File: src/rtl/mem_ctrl_pkg.sv
// Shared definitions for the memory sequencer: default widths, the FSM
// state encoding and a small helper used by the controller.
package mem_ctrl_pkg;

    // Default address and RAM data widths.
    localparam int DEF_ADDR_W = 8;
    localparam int DEF_DATA_W = 16;

    // Controller states: manual stepping, auto-run, single-cycle write.
    typedef enum logic [1:0] {
        ST_MANUAL = 2'd0,
        ST_RUN    = 2'd1,
        ST_WRITE  = 2'd2
    } state_t;

    // Return-to state after a write, chosen by the run switch level.
    function automatic state_t idle_state(input logic run_sw);
        return run_sw ? ST_RUN : ST_MANUAL;
    endfunction

endpackage

File: src/rtl/mem_seq_ctrl_tick_gen.sv
// Auto-step tick divider. Counts enabled cycles and emits a one-cycle tick
// on every TICK_DIV-th enabled cycle. clr restarts the count from zero;
// when neither en nor clr is set the count holds.
module tick_gen #(
    parameter int TICK_DIV = 50_000_000
) (
    input  logic clk,
    input  logic reset,
    input  logic en,
    input  logic clr,
    output logic tick
);

    localparam int CNT_W = (TICK_DIV > 2) ? $clog2(TICK_DIV) : 1;
    localparam logic [CNT_W-1:0] CNT_LAST = CNT_W'(TICK_DIV - 1);

    logic [CNT_W-1:0] cnt_q;
    logic [CNT_W-1:0] cnt_d;

    // Tick fires in the last enabled cycle of each period.
    assign tick = en && (cnt_q == CNT_LAST);

    // Next count: clear, wrap at the end of a period, count, or hold.
    always_comb begin
        cnt_d = cnt_q;
        if (clr) begin
            cnt_d = '0;
        end else if (en) begin
            if (cnt_q == CNT_LAST) begin
                cnt_d = '0;
            end else begin
                cnt_d = cnt_q + CNT_W'(1);
            end
        end
    end

    // Counter register with synchronous reset.
    always_ff @(posedge clk) begin
        if (reset) begin
            cnt_q <= '0;
        end else begin
            cnt_q <= cnt_d;
        end
    end

endmodule

File: src/rtl/mem_seq_ctrl.sv
// Memory address sequencer. Walks a RAM address either on manual step
// pulses or on divider ticks in run mode, and inserts single-cycle writes
// on request. Writes take priority over stepping; a step or tick that
// coincides with a write request, or arrives during the write cycle, is
// dropped. rd_valid marks the cycle in which a synchronous-read RAM has
// fresh data after an address change or a completed write.
module mem_seq_ctrl
    import mem_ctrl_pkg::*;
#(
    parameter int ADDR_W   = DEF_ADDR_W,
    parameter int DATA_W   = DEF_DATA_W,
    parameter int TICK_DIV = 50_000_000
) (
    input  logic              clk,
    input  logic              reset,
    input  logic              run_sw,
    input  logic              step,
    input  logic              wr_req,
    input  logic [DATA_W-1:0] wr_data,
    output logic [ADDR_W-1:0] addr,
    output logic              we,
    output logic [DATA_W-1:0] ram_din,
    output logic              rd_valid,
    output logic              wrap,
    output logic              busy,
    output state_t            state_dbg
);

    state_t            state_q,    state_d;
    logic [ADDR_W-1:0] addr_q,     addr_d;
    logic              we_q,       we_d;
    logic [DATA_W-1:0] ram_din_q,  ram_din_d;
    logic              rd_valid_q, rd_valid_d;
    logic              wrap_q,     wrap_d;
    // High in the cycle right after addr advanced.
    logic              adv_q,      adv_d;

    logic              adv_req;
    logic              tick;
    logic              div_en;
    logic              div_clr;

    // Divider runs only in RUN, is held at zero in MANUAL, holds in WRITE.
    assign div_en  = (state_q == ST_RUN);
    assign div_clr = (state_q == ST_MANUAL);

    tick_gen #(
        .TICK_DIV (TICK_DIV)
    ) u_tick_gen (
        .clk   (clk),
        .reset (reset),
        .en    (div_en),
        .clr   (div_clr),
        .tick  (tick)
    );

    // Next-state, address advance and output register inputs.
    always_comb begin
        state_d    = state_q;
        addr_d     = addr_q;
        we_d       = 1'b0;
        ram_din_d  = ram_din_q;
        adv_d      = 1'b0;
        wrap_d     = 1'b0;
        rd_valid_d = adv_q | we_q;
        adv_req    = 1'b0;

        case (state_q)
            ST_MANUAL: begin
                if (wr_req) begin
                    state_d   = ST_WRITE;
                    we_d      = 1'b1;
                    ram_din_d = wr_data;
                end else begin
                    adv_req = step;
                    state_d = idle_state(run_sw);
                end
            end
            ST_RUN: begin
                if (wr_req) begin
                    state_d   = ST_WRITE;
                    we_d      = 1'b1;
                    ram_din_d = wr_data;
                end else begin
                    adv_req = tick;
                    state_d = idle_state(run_sw);
                end
            end
            ST_WRITE: begin
                state_d = idle_state(run_sw);
            end
            default: begin
                state_d = ST_MANUAL;
            end
        endcase

        if (adv_req) begin
            addr_d = addr_q + ADDR_W'(1);
            adv_d  = 1'b1;
            wrap_d = &addr_q;
        end
    end

    // State and output registers with synchronous reset.
    always_ff @(posedge clk) begin
        if (reset) begin
            state_q    <= ST_MANUAL;
            addr_q     <= '0;
            we_q       <= 1'b0;
            ram_din_q  <= '0;
            rd_valid_q <= 1'b0;
            wrap_q     <= 1'b0;
            adv_q      <= 1'b0;
        end else begin
            state_q    <= state_d;
            addr_q     <= addr_d;
            we_q       <= we_d;
            ram_din_q  <= ram_din_d;
            rd_valid_q <= rd_valid_d;
            wrap_q     <= wrap_d;
            adv_q      <= adv_d;
        end
    end

    assign addr      = addr_q;
    assign we        = we_q;
    assign ram_din   = ram_din_q;
    assign rd_valid  = rd_valid_q;
    assign wrap      = wrap_q;
    assign busy      = (state_q == ST_WRITE);
    assign state_dbg = state_q;

endmodule

File: config.mk
export PLATFORM = sky130hd
export DESIGN_NAME = mem_seq_ctrl
export DESIGN_NICKNAME = d
export VERILOG_FILES = /design/src/rtl/mem_ctrl_pkg.sv /design/src/rtl/mem_seq_ctrl_tick_gen.sv /design/src/rtl/mem_seq_ctrl.sv
export SDC_FILE = /design/constraint.sdc
export NUM_CORES = 1
export LEC_CHECK = 0
export BUFFER_PORTS_ARGS = -buffer_cell sky130_fd_sc_hd__buf_2
export CORE_ASPECT_RATIO = 1.5
export CORE_MARGIN = 1
export CORE_UTILIZATION = 58
export CTS_CLUSTER_SIZE = 40
export DETAILED_ROUTE_END_ITERATION = 16
export PLACE_DENSITY_LB_ADDON = 0.05
export REMOVE_ABC_BUFFERS = 1
export SETUP_SLACK_MARGIN = 0.3
export SLEW_MARGIN = 10
export SYNTH_ARGS = -nofsm -noshare
export SYNTH_HDL_FRONTEND = slang
export SYNTH_HIERARCHICAL = 1
export SYNTH_SLANG_ARGS = --single-unit
export TNS_END_PERCENT = 5
File: constraint.sdc
create_clock -name clk -period 3.82 [get_ports clk]
set_clock_uncertainty 0.05 [all_clocks]
set_input_delay 0 -clock clk [delete_from_list [all_inputs] [get_ports clk]]
set_output_delay 0 -clock clk [all_outputs]
set_load 0.01 [all_outputs]
---- Word-level counts from Yosys, hierarchy flattened ----
Cells that the tools add are included.
operators by class
  add/sub/neg operators ................... 2
  bitwise logic cells ..................... 3
  eq/ne operators ......................... 3
  reductions and logical operators ........ 8
  mux-type cells .......................... 9
operators by type and width
  kind                   count
  $add 26x1->26 const B  1
  $eq 26x26->1 const B   1
  $mux 26                1
  $add 8x1->8 const B    1
  $reduce_and 8->1       1
  $reduce_or 2->1        4
  $mux 1                 5
  $pmux 2 s2             1
  $eq 2x1->1 const B     1
  $eq 2x2->1 const B     1
  $logic_not 2->1        1
  $mux 2                 1
  $not 1->1              2
  $pmux 1 s2             1
  $reduce_and 2->1       1
  $logic_and 1x1->1      1
  $or 1x1->1             1
word-level totals
  bits in registers ....................... 56
  input bits .............................. 21
  output and inout port bits .............. 30
  logic and storage cells ................. 33

---- Depth between registers and ports, before layout ----
  depth in word-level cells ............... 6
  gate-level depth with buffers ........... 9
  gate-level depth less buffers ........... 7

---- Hierarchy ----
The synthesis kept the hierarchy.
modules (own cells, without submodules)
  module        cells an instance  area an instance (um2)  times used  sequential area each (um2)
  tick_gen      144                1295.0                  1           520.5
  mem_seq_ctrl  138                1218.7                  1           600.6

---- Worst setup path before layout ----
OpenSTA, ideal clock, no wires.
  path type ............................... register -> register
  from .................................... register state_q[0], in the netlist state_dbg[0]
  to ...................................... register addr_q[5], in the netlist addr[5]
  required time ........................... 3.647 ns
  setup slack ............................. 1.404 ns
  data arrival time ....................... 2.243 ns
  period minus slack after synthesis ...... 2.416 ns
  setup time .............................. 0.123 ns
  path buffers ............................ 2
  cell stages (with the launch flop) ...... 10
  cells stage by stage .................... dfxtp_1 > nor2b_1 > and4_2 > buf_2 > nand4_2 > nor2_1 > mux2i_1 > buf_6 > nor4b_4 > mux2_1
on the way
  cells in the longest elaborated chain, start to end .. 4
  elaborated cells on any way between the ends .. 5
  classes of those cells .................. eq/ne: 1; mux: 2; reduce/logical: 2
ends and longest elaborated chain
  item                      RTL line                     text
  start: declaration        mem_seq_ctrl.sv:29           state_t state_q, state_d;
  start signal: assignment  mem_seq_ctrl.sv:115          state_q <= state_d;
  $eq 2x1->1                mem_seq_ctrl.sv:44           assign div_en = (state_q == ST_RUN);
  via div_en                mem_seq_ctrl.sv:40           logic div_en;
  $logic_and 1x1->1         mem_seq_ctrl_tick_gen.sv:21  assign tick = en && (cnt_q == CNT_LAST);
  via tick                  mem_seq_ctrl.sv:39           logic tick;
  $mux 1                    mem_seq_ctrl.sv:80           if (wr_req) begin
  $pmux 1 s2                mem_seq_ctrl.sv:68           case (state_q)
  end signal: assignment    mem_seq_ctrl.sv:116          addr_q <= addr_d;
  end: declaration          mem_seq_ctrl.sv:30           logic [ADDR_W-1:0] addr_q, addr_d;
The timed path passes the listed nets, and every way through them passes these cells.
A chain may end at the register's enable or synchronous reset.

---- Worst setup path in the final report ----
  from .................................... register state_q[0], in the netlist state_dbg[0]
  to ...................................... register addr_q[4], in the netlist addr[4]
The elaborated chain is that of the path after synthesis.

==> summary.md <==
| Metric | Value |
|---|---|
| TritonCTS Buffers | 5 |
| Post-route non-filler standard cell count | 386 |
| Pins Over Slew Limit | 0 |
| Post-CTS Hold Fix Bufs | 17 |
| # port buffers | 50 |
| Multi-input gate area | 1280 µm² |
| Ys async rst share | 0 |
| Post-synthesis cell count | ~280 |
| Fin crit share | 0.683 |
| Layout area overhead | 18.5% |
| Die span in x | 55.8 µm |
| GRT Util Overall | 0.243 |
| Die area | 4610 µm² |
| Post-DRT Antenna Nets | 0 |
| CP Data Arrival Time | 2.76 ns |
| Layout cell share with drive strength beyond 1 | 0.212 |
| Core area | 4210 µm² |
| Post-synthesis sequential area ratio | 0.446 |
| Max VDD drop | 0.354 mV |
| Clk Latency, worst-skew pair | slightly above 0.3 ns |
| Most frequent cell after synthesis | dfxtp_1 |
| Row count | 29 |
| MaxCap Viol Count | 0 |
| RSZ-0062 raised after global routing | false |
| Vias | 2,213 |
| TNS Setup | 0 ns |
| Synth top area share | 0.446 |
| Placer congestion estimate | between 0.8 and 0.9 |
| Relative slew slack | 0.262 |
| Pre-Repair DR Iteration Count | 4 |
| Util after Layout | 0.708 |
| Crit. End Element | flip-flop |
| Final Hold Vio Count | 0 |
| Iter 0 DRT Violations | ~110 |
| Post-cts resize count | 0 |
| Ys flop type | dfxtp_1 |
| Setup bufs post-CTS | 0 |
| Leak | 1.15 nW |
| Critical Path RT | about 4 ns |
| Nets | roughly 360 |
| Max H-tree Level | 2 |
| Io pins | 51 |
| Netlist cell types | 43 |
| Routed length per instance | 14.4 µm |
| Pwr per Cell Area | 340 nW/µm² |
| Synth area leaders | dfxtp_1 (45%), a21oi_1 (6.0%), nand2_1 (5.5%) |
| First-pass GRT wire length | 8770 µm |
| Initial antenna violation count | 0 |
| Yosys Warn Count | 6 |
| Status | complete, no violations |
| Register area | around 1100 µm² |
| Largest net degree at the start of global routing | 37 |
| # setup viols final | 0 |
| Final worst path period need | 2.61 ns |
| Starting Density | 0.597 |
| Number of flops mapped to enable cells by yosys | 0 |
| CTS Buffer Depth | 2 |
| Cell area after synthesis | roughly 2500 µm² |
| Cell taking the most area after synthesis | dfxtp_1 |
| WL final | 5550 µm |
| Worst-path fanout max | 12 |
| Slew @ Worst Pin | 1.10 ns |
| Residual DRC | 0 |
| Syn avg cell area | 8.91 µm² |
| WS Path Type | reg -> reg |
| CP Launch Type | flip-flop |
| Hold Path Class | in -> reg |
| Post-synthesis register bit count | 56 |
| FMAX | 383 MHz |
| Fill cells | 340 |
| GRT overflow | 0 |
| Post-synth top cells | dfxtp_1 (56), nand2_1 (37), a21oi_1 (30) |
| Clock slew at reported path FFs | roughly 0.10 ns |
| Vias per cell | around 5.7 |
| CTS Root Cell | clkbuf_8 |
| Placed cells | 362 |
| Dpl hpwl | 3540 µm |
| Die height | 82.6 µm |
| Clk sinks | 56 |
| Vias in the first global route | 1,983 |
| Antenna diodes | 0 |
| CTS tree | built |
[cells by family (layout without fill, tap and decap cells)]
family,after synthesis,after routing,share of synthesized area
DFF,56,56,0.446
and+or+nand+nor,136,136,0.311
buffers and inverters,19,77,0.0433
muxes,7,7,0.0299
AOI/OAI and AO/OA,48,48,0.110
adders and majority gates,3,3,0.0149
xor gates and xnor gates,13,13,0.0453
[final cells by class]
| cell class | instances | share of cell area |
|---|---|---|
| multi-input cells | 207 | 0.431 |
| flip-flops and latches | 56 | 0.376 |
| repair buffers | 68 | 0.144 |
| clock buffers | 5 | 0.0231 |
| well taps | 46 | 0.0193 |
| clock inverters | 2 | 0.00420 |
| inverters | 2 | 0.00252 |
[state kept, by name, indices dropped and copies added, names as in the netlist]
name              count
ram_din              16
wrap                  1
u_tick_gen/cnt_q     26
state_dbg             2
addr                  8
adv_q                 1
rd_valid              1
we                    1
[placed cells by master (no fill, tap or decap), drive strengths merged, types with 4 or more instances in the layout]
cell and instances:
nand4 12, and3 4, xnor2 4, nand3 13, a21oi 31, clkbuf 5
o31ai 10, nor2 26, o21ai 6, dlygate4sd3 17, mux2 4, and2 4
nor2b 6, or4 10, nor4b 4, dfxtp 56, or3 4, and4 5
buf 51, nand2 37, xor2 9
[metal layers]
| layer | global-route usage | routed length, µm | up-vias |
|---|---|---|---|
| met4 | 0.0800 | 61 | 0 |
| li1 | - | - | 1116 |
| met1 | 0.256 | 2260 | 1046 |
| met2 | 0.476 | 2990 | 46 |
| met5 | 0 | 0 | - |
| met3 | 0.0561 | 238 | 5 |
[critical path, stage by stage, from the launching register on]
cell	delay [ns]
dfxtp_1	0.42
nor2b_1	0.40
and4_2	0.39
nand4_2	0.15
nor2_1	0.14
mux2i_1	0.08
buf_4	0.19
nor4b_1	0.32
mux2_2	0.37
[report_power, final]
| group | internal [mW] | leakage, nW | switching, mW |
|---|---|---|---|
| Clock | 0.125 | 0.0400 | 0.188 |
| Sequential | 0.597 | 0.455 | 0.00850 |
| Combinational | 0.0410 | 0.659 | 0.0528 |
[worst paths after layout]
path,startpoint,to,slack [ns],cells after the start
hold reg to reg,ram_din[14],ram_din[14],0.41,2
setup reg to reg,state_dbg[0],addr[4],1.21,8
hold / removal,reset,state_dbg[1],0.15,2
setup / recovery,state_dbg[0],addr[4],1.21,8
[through the flow]
| stage | setup WS (ns) | hold WS [ns] | cell area, µm² | power, mW |
|---|---|---|---|---|
| after global routing | 1.01 | 0.153 | 2980 | 1.05 |
| final | 1.21 | 0.145 | 2980 | 1.01 |
| after CTS | 1.19 | 0.126 | 2980 | 1.02 |
| after detailed placement | 1.22 | 0.186 | 2730 | 0.697 |
| after floorplan | 1.27 | 0.0191 | 2410 | 0.658 |
| after global placement | 1.29 | 0.188 | 2730 | 0.696 |
Note: power is estimated with default switching activity, not from simulation.
